<file path="src/rtl/mux_sel_sequencer.sv">
// mux_sel_sequencer
//   Round-robin select generator for a 4:1 channel mux. After each change of
//   sel it holds sel_valid low for SETTLE_CYC cycles. It then dwells on the
//   channel for dwell+1 cycles and pulses ch_strobe on the last dwell cycle.
//   All outputs are registered. stop has priority over everything else.
//
//   Optional feature macro: SEQ_ONESHOT_EN
//     defined   - oneshot is sampled with start. A one-shot pass ends at the
//                 advance that would wrap, and done pulses for one cycle.
//     undefined - scanning is always continuous and done stays 0.
module mux_sel_sequencer #(
  parameter int DW_W       = 8,
  parameter int SETTLE_CYC = 2
) (
  input  logic            clk,
  input  logic            rst_n,
  input  logic            start,
  input  logic            stop,
  input  logic [3:0]      ch_en,
  input  logic [DW_W-1:0] dwell,
  input  logic            oneshot,
  output logic [1:0]      sel,
  output logic            sel_valid,
  output logic            ch_strobe,
  output logic            busy,
  output logic            done
);

  localparam int SC_W        = (SETTLE_CYC > 1) ? $clog2(SETTLE_CYC) : 1;
  localparam int SETTLE_LAST = (SETTLE_CYC > 0) ? (SETTLE_CYC - 1) : 0;

  typedef enum logic [1:0] {
    ST_IDLE   = 2'd0,
    ST_SETTLE = 2'd1,
    ST_DWELL  = 2'd2
  } state_t;

  // Searches cur+1, cur+2, cur+3, then cur itself, wrapping 3->0.
  // Returns {found, index}. Passing cur=3 yields the lowest enabled index.
  function automatic logic [2:0] next_enabled(input logic [3:0] en, input logic [1:0] cur);
    logic [2:0] res;
    logic [1:0] idx;
    res = 3'b000;
    for (int k = 4; k >= 1; k--) begin
      idx = cur + 2'(k);
      if (en[idx]) begin
        res = {1'b1, idx};
      end else begin
        res = res;
      end
    end
    return res;
  endfunction

  state_t            state_r, state_s;
  logic [1:0]        sel_r, sel_s;
  logic              sel_valid_r, sel_valid_s;
  logic              ch_strobe_r, ch_strobe_s;
  logic              busy_r, busy_s;
  logic              done_r, done_s;
  logic [SC_W-1:0]   settle_cnt_r, settle_cnt_s;
  logic [DW_W-1:0]   dwell_cnt_r, dwell_cnt_s;

  logic [2:0]        first_s;
  logic [2:0]        adv_s;
  logic              adv_found_s;
  logic [1:0]        adv_idx_s;
  logic              adv_same_s;
  logic              start_ok_s;
  logic              settle_end_s;
  logic              dwell_end_s;
  logic              dwell_zero_s;
  logic              pass_end_s;

  assign first_s      = next_enabled(ch_en, 2'd3);
  assign adv_s        = next_enabled(ch_en, sel_r);
  assign adv_found_s  = adv_s[2];
  assign adv_idx_s    = adv_s[1:0];
  assign adv_same_s   = (adv_idx_s == sel_r);
  assign start_ok_s   = start && (ch_en != 4'b0000) && (state_r == ST_IDLE);
  assign settle_end_s = (settle_cnt_r == SC_W'(SETTLE_LAST));
  assign dwell_end_s  = (dwell_cnt_r == {DW_W{1'b0}});
  assign dwell_zero_s = (dwell == {DW_W{1'b0}});

`ifdef SEQ_ONESHOT_EN
  logic oneshot_r;

  // Capture the one-shot request alongside an accepted start.
  always_ff @(posedge clk or negedge rst_n) begin
    if (!rst_n) begin
      oneshot_r <= 1'b0;
    end else if (start_ok_s && !stop) begin
      oneshot_r <= oneshot;
    end else begin
      oneshot_r <= oneshot_r;
    end
  end

  // The pass ends at an advance that would wrap back to or below the current channel.
  assign pass_end_s = oneshot_r && (adv_idx_s <= sel_r);
`else
  logic oneshot_unused_s;
  assign oneshot_unused_s = oneshot;
  assign pass_end_s       = 1'b0;
`endif

  // Next-state selection.
  always_comb begin
    state_s = state_r;
    if (stop) begin
      state_s = ST_IDLE;
    end else begin
      case (state_r)
        ST_IDLE: begin
          if (start_ok_s) begin
            state_s = (SETTLE_CYC == 0) ? ST_DWELL : ST_SETTLE;
          end else begin
            state_s = ST_IDLE;
          end
        end
        ST_SETTLE: begin
          if (settle_end_s) begin
            state_s = ST_DWELL;
          end else begin
            state_s = ST_SETTLE;
          end
        end
        ST_DWELL: begin
          if (!dwell_end_s) begin
            state_s = ST_DWELL;
          end else if (!adv_found_s || pass_end_s) begin
            state_s = ST_IDLE;
          end else if (adv_same_s) begin
            state_s = ST_DWELL;
          end else begin
            state_s = (SETTLE_CYC == 0) ? ST_DWELL : ST_SETTLE;
          end
        end
        default: begin
          state_s = ST_IDLE;
        end
      endcase
    end
  end

  // Next values of the registered outputs and phase counters.
  always_comb begin
    sel_s        = sel_r;
    busy_s       = busy_r;
    sel_valid_s  = 1'b0;
    ch_strobe_s  = 1'b0;
    done_s       = 1'b0;
    settle_cnt_s = settle_cnt_r;
    dwell_cnt_s  = dwell_cnt_r;
    if (stop) begin
      busy_s = 1'b0;
    end else begin
      case (state_r)
        ST_IDLE: begin
          if (start_ok_s) begin
            sel_s        = first_s[1:0];
            busy_s       = 1'b1;
            settle_cnt_s = {SC_W{1'b0}};
            if (SETTLE_CYC == 0) begin
              dwell_cnt_s = dwell;
              sel_valid_s = 1'b1;
              ch_strobe_s = dwell_zero_s;
            end else begin
              dwell_cnt_s = dwell_cnt_r;
            end
          end else begin
            busy_s = 1'b0;
          end
        end
        ST_SETTLE: begin
          if (settle_end_s) begin
            settle_cnt_s = {SC_W{1'b0}};
            dwell_cnt_s  = dwell;
            sel_valid_s  = 1'b1;
            ch_strobe_s  = dwell_zero_s;
          end else begin
            settle_cnt_s = settle_cnt_r + SC_W'(1);
          end
        end
        ST_DWELL: begin
          if (!dwell_end_s) begin
            dwell_cnt_s = dwell_cnt_r - DW_W'(1);
            sel_valid_s = 1'b1;
            ch_strobe_s = (dwell_cnt_r == DW_W'(1));
          end else if (!adv_found_s) begin
            busy_s = 1'b0;
          end else if (pass_end_s) begin
            busy_s = 1'b0;
            done_s = 1'b1;
          end else if (adv_same_s) begin
            // Sole enabled channel: stay valid and start a fresh dwell.
            dwell_cnt_s = dwell;
            sel_valid_s = 1'b1;
            ch_strobe_s = dwell_zero_s;
          end else begin
            sel_s = adv_idx_s;
            if (SETTLE_CYC == 0) begin
              dwell_cnt_s = dwell;
              sel_valid_s = 1'b1;
              ch_strobe_s = dwell_zero_s;
            end else begin
              settle_cnt_s = {SC_W{1'b0}};
            end
          end
        end
        default: begin
          busy_s = 1'b0;
        end
      endcase
    end
  end

  // State, counter and output registers.
  always_ff @(posedge clk or negedge rst_n) begin
    if (!rst_n) begin
      state_r      <= ST_IDLE;
      sel_r        <= 2'd0;
      sel_valid_r  <= 1'b0;
      ch_strobe_r  <= 1'b0;
      busy_r       <= 1'b0;
      done_r       <= 1'b0;
      settle_cnt_r <= {SC_W{1'b0}};
      dwell_cnt_r  <= {DW_W{1'b0}};
    end else begin
      state_r      <= state_s;
      sel_r        <= sel_s;
      sel_valid_r  <= sel_valid_s;
      ch_strobe_r  <= ch_strobe_s;
      busy_r       <= busy_s;
      done_r       <= done_s;
      settle_cnt_r <= settle_cnt_s;
      dwell_cnt_r  <= dwell_cnt_s;
    end
  end

  assign sel       = sel_r;
  assign sel_valid = sel_valid_r;
  assign ch_strobe = ch_strobe_r;
  assign busy      = busy_r;
  assign done      = done_r;

endmodule

</file>
<file path="config.mk">
export PLATFORM = sky130hd
export DESIGN_NAME = mux_sel_sequencer
export DESIGN_NICKNAME = d
export VERILOG_FILES = /design/src/rtl/mux_sel_sequencer.sv
export SDC_FILE = /design/constraint.sdc
export NUM_CORES = 1
export LEC_CHECK = 0
export CELL_PAD_IN_SITES_DETAIL_PLACEMENT = 1
export CELL_PAD_IN_SITES_GLOBAL_PLACEMENT = 2
export CORE_MARGIN = 3
export CORE_UTILIZATION = 33
export DETAILED_ROUTE_END_ITERATION = 8
export PLACE_DENSITY = 0.92
export REMOVE_ABC_BUFFERS = 1
export SLEW_MARGIN = 0
export SYNTH_ARGS = -nofsm -noshare
export SYNTH_HDL_FRONTEND = slang
export SYNTH_SLANG_ARGS = --single-unit
</file>
<file path="constraint.sdc">
create_clock -name clk -period 5.4 [get_ports clk]
set_input_delay 0.81 -clock clk [delete_from_list [all_inputs] [get_ports clk]]
set_output_delay 0.81 -clock clk [all_outputs]
set_load 0.02 [all_outputs]
</file>
==> metrics.md, run 1 <==
| Metric | Value |
|---|---|
| Status | `completed` |
| First-pass GRT wire length | `6370 µm` |
| Crit Path Category | `primary input to register` |
| H-tree Lvls | `1` |
| Sequential area share after synthesis | `30.3%` |
| Final HPWL DP | `2860 µm` |
| Rows | `22` |
| Clk_lat worst skew | `0.25 ns` |
| Crit path launch type | `primary input` |
| Syn avg cell area | `8.36 µm²` |
| Max Cap Viol | `0` |
| Detailed Route Iter0 Violations | `48` |
| Yosys top cell by area | `dfrtp_1` |
| Crit path required time | `5.53 ns` |
| N_diodes | `0` |
| Hold crit path type | `register to register` |
| Worst Path Max Fanout | `11` |
| Sw Pwr | `0.210 mW` |
| I/O pins | `23` |
| TNS Setup | `0 ns` |
| Number of clock sinks | `16` |
| WL/cell | `16.7 µm` |
| Hold Crit Endpoint | `busy` |
| Drt drc | `0` |
| Worst path arrival time | `3.42 ns` |
| DP Cell Count | `217` |
| Flop pwr share | `41.9%` |
| Power Internal | `0.330 mW` |
| Gpl congestion | `0.783` |
| RSZ-0062 raised after global routing | `false` |
| Slew @ Worst Pin | `0.759 ns` |
| Crit path cell chain | `clkdlybuf4s50_1 -> or4b_4 -> or3b_4 -> and4b_1 -> nor3_4 -> mux2_4` |
| CTS tree | `done` |
| Pwr/cell area | `341 nW/µm²` |
| Final Hold Fails | `0` |
| Die height | `69.3 µm` |
| Unique masters post-synth | `50` |
| R2r worst-path depth | `5` |
| Reg2Reg Capture Point | `dwell_cnt_r[1]` |
| Net count, final | `198` |
| Vias per cell | `5.79` |
| Hold-critical path depth | `2` |
| Mapped cell area | `1320 µm²` |
| Worst relative slew slack | `49.2%` |
| Layout Cells excl Fill | `221` |
| Layout overhead on the synthesized area | `19.8%` |
| TritonCTS Buffers | `3` |
| Final Instance Area | `1580 µm²` |
| Initial Util | `35.0%` |
| Setup bufs post-CTS | `0` |
| Top cell type's share of synthesized area | `30.3%` |
| Critical R2R Launch | `sel[1]` |
| Worst VDD drop | `0.134 mV` |
| Global-route usage over all layers | `16.1%` |
| Setup violators final | `0` |
| Logic pwr share | `38.2%` |
| Total Power | `0.539 mW` |
| Share of cells above drive strength 1 | `6.36%` |
| Clock share of power | `19.9%` |
| Main combinational cell family by area after synthesis | `simple AND/OR/NAND/NOR gates` |
| Port Buffers | `20` |
| Synth Area in Adders | `6.63%` |
| Main flop type after synthesis | `dfrtp_1` |
| Count of pins over their slew limit | `0` |
| Vias in the first global route | `1349` |
| # resized after CTS | `0` |
| Mux contribution to synthesized area | `5.02%` |
| Clock Pin Slew Worst Setup and Hold Paths | `0.06 ns` |
| Routed WL | `3700 µm` |
| Post-Synth Simple-Gate Area | `33.0%` |
| Crit-path max cell delay | `0.59 ns` |
| Post-CTS Hold Buffers | `0` |
| Post-synthesis compound-gate area fraction | `18.9%` |
| Post-Synth XOR/XNOR Area | `0%` |
| Clk buf depth | `2` |
| GR Overflow Total | `0` |
| Sw Share | `38.9%` |
| Number of synthesized flops with an enable pin | `0` |
| Asr flop ratio synth | `100%` |
| Leak | `0.604 nW` |
| FF-to-FF setup slack | `2.77 ns` |
| Kind of end point of the critical path | `register` |
| Top cells by area, synth | `dfrtp_1 (30%), ha_1 (6.6%), o21ai_0 (5.3%), nand3_1 (4.5%), nor2_1 (4.3%)` |
| Ys Warns | `0` |
| Largest net degree at the start of global routing | `22` |
| Worst hold start | `busy` |
| Min Tclk post-route | `3.29 ns` |
| Pre-Repair DR Iteration Count | `4` |
| Seq cells post-synth | `16` |
| Cells after Synth | `158` |
| Die Wd | `69.3 µm` |
| Final Cycle Share | `60.9%` |
| Initial antenna violation count | `0` |
| Post-DRT Antenna Nets | `0` |
| F_max | `0.304 GHz` |
| Final setup skew | `0.00422 ns` |
| Total Die Area | `4800 µm²` |
| Root buffer cell | `clkbuf_8` |
| Instance area at placement | `1530 µm²` |
| Slowest-stage cell, CP | `or4b_4` |
| Routed vias | `1280` |
| Core area | `3770 µm²` |
cell usage after synthesis, types with 2 or more instances:
cell type and count:
nand3b_1 3, inv_1 6, o21ai_0 14, o22ai_1 2, nand4_1 2, nand2b_1 2, nor2b_1 4, nor4_1 2
nor3b_1 2, nand3_1 12, or3_1 4, clkbuf_1 5, a21oi_1 4, a2bb2oi_1 6, buf_6 2, nand2_1 7
nor2_1 15, dfrtp_1 16, or4_1 2, mux2i_1 4, nor3_1 9, ha_1 7
cell type report:
cell class,count,area (µm²)
clock buffer,4,55.1
fill,435,2190
inverter,6,22.5
multi-input combinational,127,845
sequential,16,400
tap,48,60.1
timing repair buffer,20,200
registers in the layout (all words and copies together), names as in the netlist:
name          count
busy              1
ch_strobe         1
dwell_cnt_r       8
sel               2
sel_valid         1
settle_cnt_r      1
state_r           2
routing by layer:
metal	wire length (µm)	track usage (%)	up-vias
met2	1780	26.7	22
met4	33	4.12	0
met3	106	3.48	4
met1	1780	21.1	635
met5	0	0	-
li1	-	-	619
worst max-delay path: cells and delay by family:
kind | cells | cell delay, ns
buffers and inverters | 1 | 0.58
AND/OR/NAND/NOR | 4 | 1.69
multiplexers | 1 | 0.34
power groups by stage:
stage	Sequential [mW]	Clock, mW	Combinational, mW
after floorplan	0.215	0	0.136
after global placement	0.222	0	0.196
final	0.226	0.107	0.206
after global routing	0.234	0.118	0.232
after CTS	0.224	0.111	0.208
after detailed placement	0.225	0	0.206
cell families (layout without fill, tap and decap cells):
family / Yosys count / in the layout
AOI/OAI and AO/OA: 38 / 38
muxes: 6 / 6
and+or+nand+nor: 75 / 75
adders and majority gates: 7 / 7
buffers and inverters: 15 / 30
other: 1 / 1
DFF: 16 / 16
cell usage in the layout, fill, tap and decap left out, drive strengths merged, types with 2 or more instances in the layout:
| master | instances |
|---|---|
| o21ai | 15 |
| or4b | 2 |
| a21oi | 4 |
| or3 | 4 |
| or3b | 2 |
| nor2 | 15 |
| inv | 6 |
| nand2 | 7 |
| nand3b | 3 |
| nand2b | 2 |
| nor2b | 4 |
| clkdlybuf4s50 | 20 |
| clkbuf | 4 |
| nand3 | 12 |
| nand4 | 2 |
| dfrtp | 16 |
| mux2 | 2 |
| nor4 | 2 |
| mux2i | 4 |
| nor3b | 2 |
| or4 | 2 |
| ha | 7 |
| a2bb2oi | 6 |
| o22ai | 2 |
| nor3 | 10 |
how the worst max path moves through the flow:
stage / slack [ns] / startpoint / end / cells past startpoint
global placement: 1.91 / ch_en[1] / dwell_cnt_r[1] / 6
finish: 2.11 / ch_en[1] / dwell_cnt_r[1] / 6
floorplan: 2.73 / ch_en[1] / dwell_cnt_r[1] / 5
global route: 2.04 / ch_en[1] / dwell_cnt_r[1] / 6
CTS: 2.11 / ch_en[1] / dwell_cnt_r[1] / 6
detailed placement: 1.85 / ch_en[1] / dwell_cnt_r[1] / 6
per-stage QoR:
step                hold slack (ns)  setup slack [ns]  utilization (%)
floorplan                     0.514              2.73                -
global placement              0.537              1.91             40.5
finish                        0.562              2.11             42.0
global route                  0.589              2.04             42.0
CTS                           0.568              2.11             42.0
detailed placement            0.549              1.85             40.5
Power figures use the tool's default switching activity.
==> inputs of run 2 (changes only) <==
- CORE_UTILIZATION: 33 -> 28
- PLACE_DENSITY: 0.92 -> 0.84
- clock period: 5.4 -> 2.8 ns (I/O delays scaled with it)
==> run 2 against run 1 <==
Final cell count grew 5.0%; largest cell class unchanged; sequential share of layout area shrank 0.89 points; flip-flop and latch count is the same; via count grew 3.8%; clock-buffer cell count is the same; core utilization shrank 5.1 points; setup slack lost 1.8 ns; combinational power grew 98%; routed wire length grew 8.0%.
==> metrics.md, run 2 (synthesis gave the netlist of run 1 again) <==
| Metric | Value |
|---|---|
| Status | `completed` |
| Routed vias | `1328 (+3.8%)` |
| Initial antenna violation count | `0 (unchanged)` |
| Reg2Reg Capture Point | `dwell_cnt_r[5]` |
| First-pass GRT wire length | `6760 µm (+6.2%)` |
| Final Instance Area | `1640 µm² (+3.6%)` |
| I/O pins | `23 (unchanged)` |
| Die Wd | `74.7 µm (+7.8%)` |
| # resized after CTS | `0 (unchanged)` |
| Final setup skew | `0.00367 ns (-0.000550 ns)` |
| CTS tree | `done` |
| Most common cell after layout, fill and taps aside | `clkdlybuf4s50_1` |
| Port Buffers | `20 (unchanged)` |
| DR top layer | `met4` |
| Initial Util | `29.7% (-5.3 points)` |
| Vias in the first global route | `1432 (+6.2%)` |
| Slew @ Worst Pin | `0.761 ns (+0.00181 ns)` |
| Detailed Route Iter0 Violations | `71 (+48%)` |
| WL/cell | `17.2 µm (+2.9%)` |
| Leak | `0.640 nW (+6.0%)` |
| Crit path launch type | `primary input` |
| FF+latch area | `400 µm² (unchanged)` |
| Instance area at placement | `1590 µm² (+3.8%)` |
| Critical R2R Launch | `dwell_cnt_r[0]` |
| Stages on worst setup path | `6 (unchanged)` |
| GR Overflow Total | `0 (unchanged)` |
| Number of clock sinks | `16 (unchanged)` |
| Final Cycle Share | `87.2%` |
| Min Tclk post-route | `2.44 ns` |
| Setup bufs post-CTS | `0 (unchanged)` |
| Global-route usage over all layers | `15.9% (-0.24 points)` |
| Worst path arrival time | `2.59 ns (-0.83 ns)` |
| Post-CTS Hold Buffers | `0 (unchanged)` |
| Clk buf depth | `2 (unchanged)` |
| Met3 Routed Length | `156 µm (+47%)` |
| Final Hold Fails | `0 (unchanged)` |
| Drt drc | `0 (unchanged)` |
| Hold crit path type | `register to register` |
| Final HPWL DP | `3060 µm (+7.0%)` |
| TNS Setup | `0 ns (unchanged)` |
| Pre-Repair DR Iteration Count | `4 (unchanged)` |
| WL met2 | `2000 µm (+12%)` |
| Multi-input gate area | `845 µm² (unchanged)` |
| Rows | `24 (+9.1%)` |
| Slowest-stage cell, CP | `or4b_4` |
| Count of pins over their slew limit | `0 (unchanged)` |
| Routed WL | `3990 µm (+8.0%)` |
| Gpl congestion | `0.840 (+7.3%)` |
| H-tree Lvls | `1 (unchanged)` |
| Critical Path Start | `ch_en[3]` |
| FF-to-FF setup slack | `0.39 ns (-2.38 ns)` |
| Max Cap Viol | `0 (unchanged)` |
| Root buffer cell | `clkbuf_8` |
| Share of cells above drive strength 1 | `10.0% (+3.6 points)` |
| Clk_lat worst skew | `0.26 ns (about the same)` |
| Number of flip-flops in the largest register | `8 (unchanged)` |
| Layout overhead on the synthesized area | `24.1%` |
| Pwr/cell area | `649 nW/µm² (+91%)` |
| DP Cell Count | `228 (+5.1%)` |
| Fin util | `36.9% (-5.1 points)` |
| Crit Path Category | `primary input to register` |
| Crit-path max cell delay | `0.52 ns (-0.07 ns)` |
| Largest net degree at the start of global routing | `17 (-23%)` |
| Delay-heaviest family, CP | `simple AND/OR/NAND/NOR gates` |
| Hold-critical path depth | `2 (unchanged)` |
| Worst Path Max Fanout | `7 (-4)` |
| Post-DRT Antenna Nets | `0 (unchanged)` |
| Vias per cell | `5.72 (-1.2%)` |
| Net count, final | `205 (+3.5%)` |
| Fill cell count | `541 (+24%)` |
| TritonCTS Buffers | `3 (unchanged)` |
| Worst Setup EP | `dwell_cnt_r[1]` |
| Core area | `4440 µm² (+18%)` |
| M1 WL | `1740 µm (-2.1%)` |
| Most frequent cells in the layout | `clkdlybuf4s50_1 (20), dfrtp_1 (16), nor2_1 (15)` |
| RSZ-0062 raised after global routing | `false` |
| Crit path cell chain | `clkdlybuf4s50_1 -> or4b_4 -> or3b_4 -> and4b_1 -> nor3_4 -> mux2_4` |
| Most flops, register | `dwell_cnt_r` |
| Kind of end point of the critical path | `register` |
| Layout Cells excl Fill | `232 (+5.0%)` |
| Clock Pin Slew Worst Setup and Hold Paths | `0.07 ns (about the same)` |
| R2r worst-path depth | `7 (+2)` |
| CP bufs+invs | `1 (unchanged)` |
| Setup violators final | `0 (unchanged)` |
| Crit path required time | `2.95 ns (-2.58 ns)` |
| Total Die Area | `5580 µm² (+16%)` |
| N_diodes | `0 (unchanged)` |
| Die height | `74.7 µm (+7.8%)` |
| Worst relative slew slack | `49.1% (-0.12 points)` |
| Worst VDD drop | `0.184 mV (+37%)` |
| F_max | `0.410 GHz` |
-- run 2: how the worst min path moves through the flow --
stage | to | from
final | busy | busy
after detailed placement | busy | busy
after global placement | busy | busy
after global routing | busy | busy
after floorplan | busy | rst_n
after CTS | busy | busy
-- run 2: metal layers --
| layer | vias up | global-route usage [%] |
|---|---|---|
| met3 | 11 | 2.00 |
| met5 | - | 0 |
| li1 | 632 | - |
| met1 | 655 | 19.4 |
| met2 | 30 | 28.0 |
| met4 | 0 | 6.52 |
-- run 2: final cells by class --
cell class	count	share of cell area [%]
well taps	52	3.97
flip-flops and latches	16	24.4
multi-input cells	127	51.5
repair buffers	27	15.4
clock buffers	4	3.36
inverters	6	1.37
-- run 2: per-stage QoR --
stage               hold slack (ns)  setup WS, ns  power (mW)
floorplan                     0.124         0.355       0.676
global placement              0.531         0.135       0.820
detailed placement            0.539        0.0889       0.855
CTS                           0.551         0.358        1.07
global route                  0.586         0.193        1.14
finish                        0.548         0.359        1.07
-- run 2: worst reg2reg max path, delay by kind of cell (launching register included) --
family / cells / cell delay (ns)
adder cells (fa/ha/maj): 1 / 0.21
AO/OA/AOI/OAI: 3 / 0.80
AND/OR/NAND/NOR: 2 / 0.75
flip-flops: 1 / 0.44
buffers and inverters: 1 / 0.15
-- run 2: power by group --
part / total [mW] / internal (mW) / switching [mW]
sequential: 0.440 / 0.310 / 0.130
clock: 0.217 / 0.125 / 0.0920
combinational: 0.408 / 0.209 / 0.199
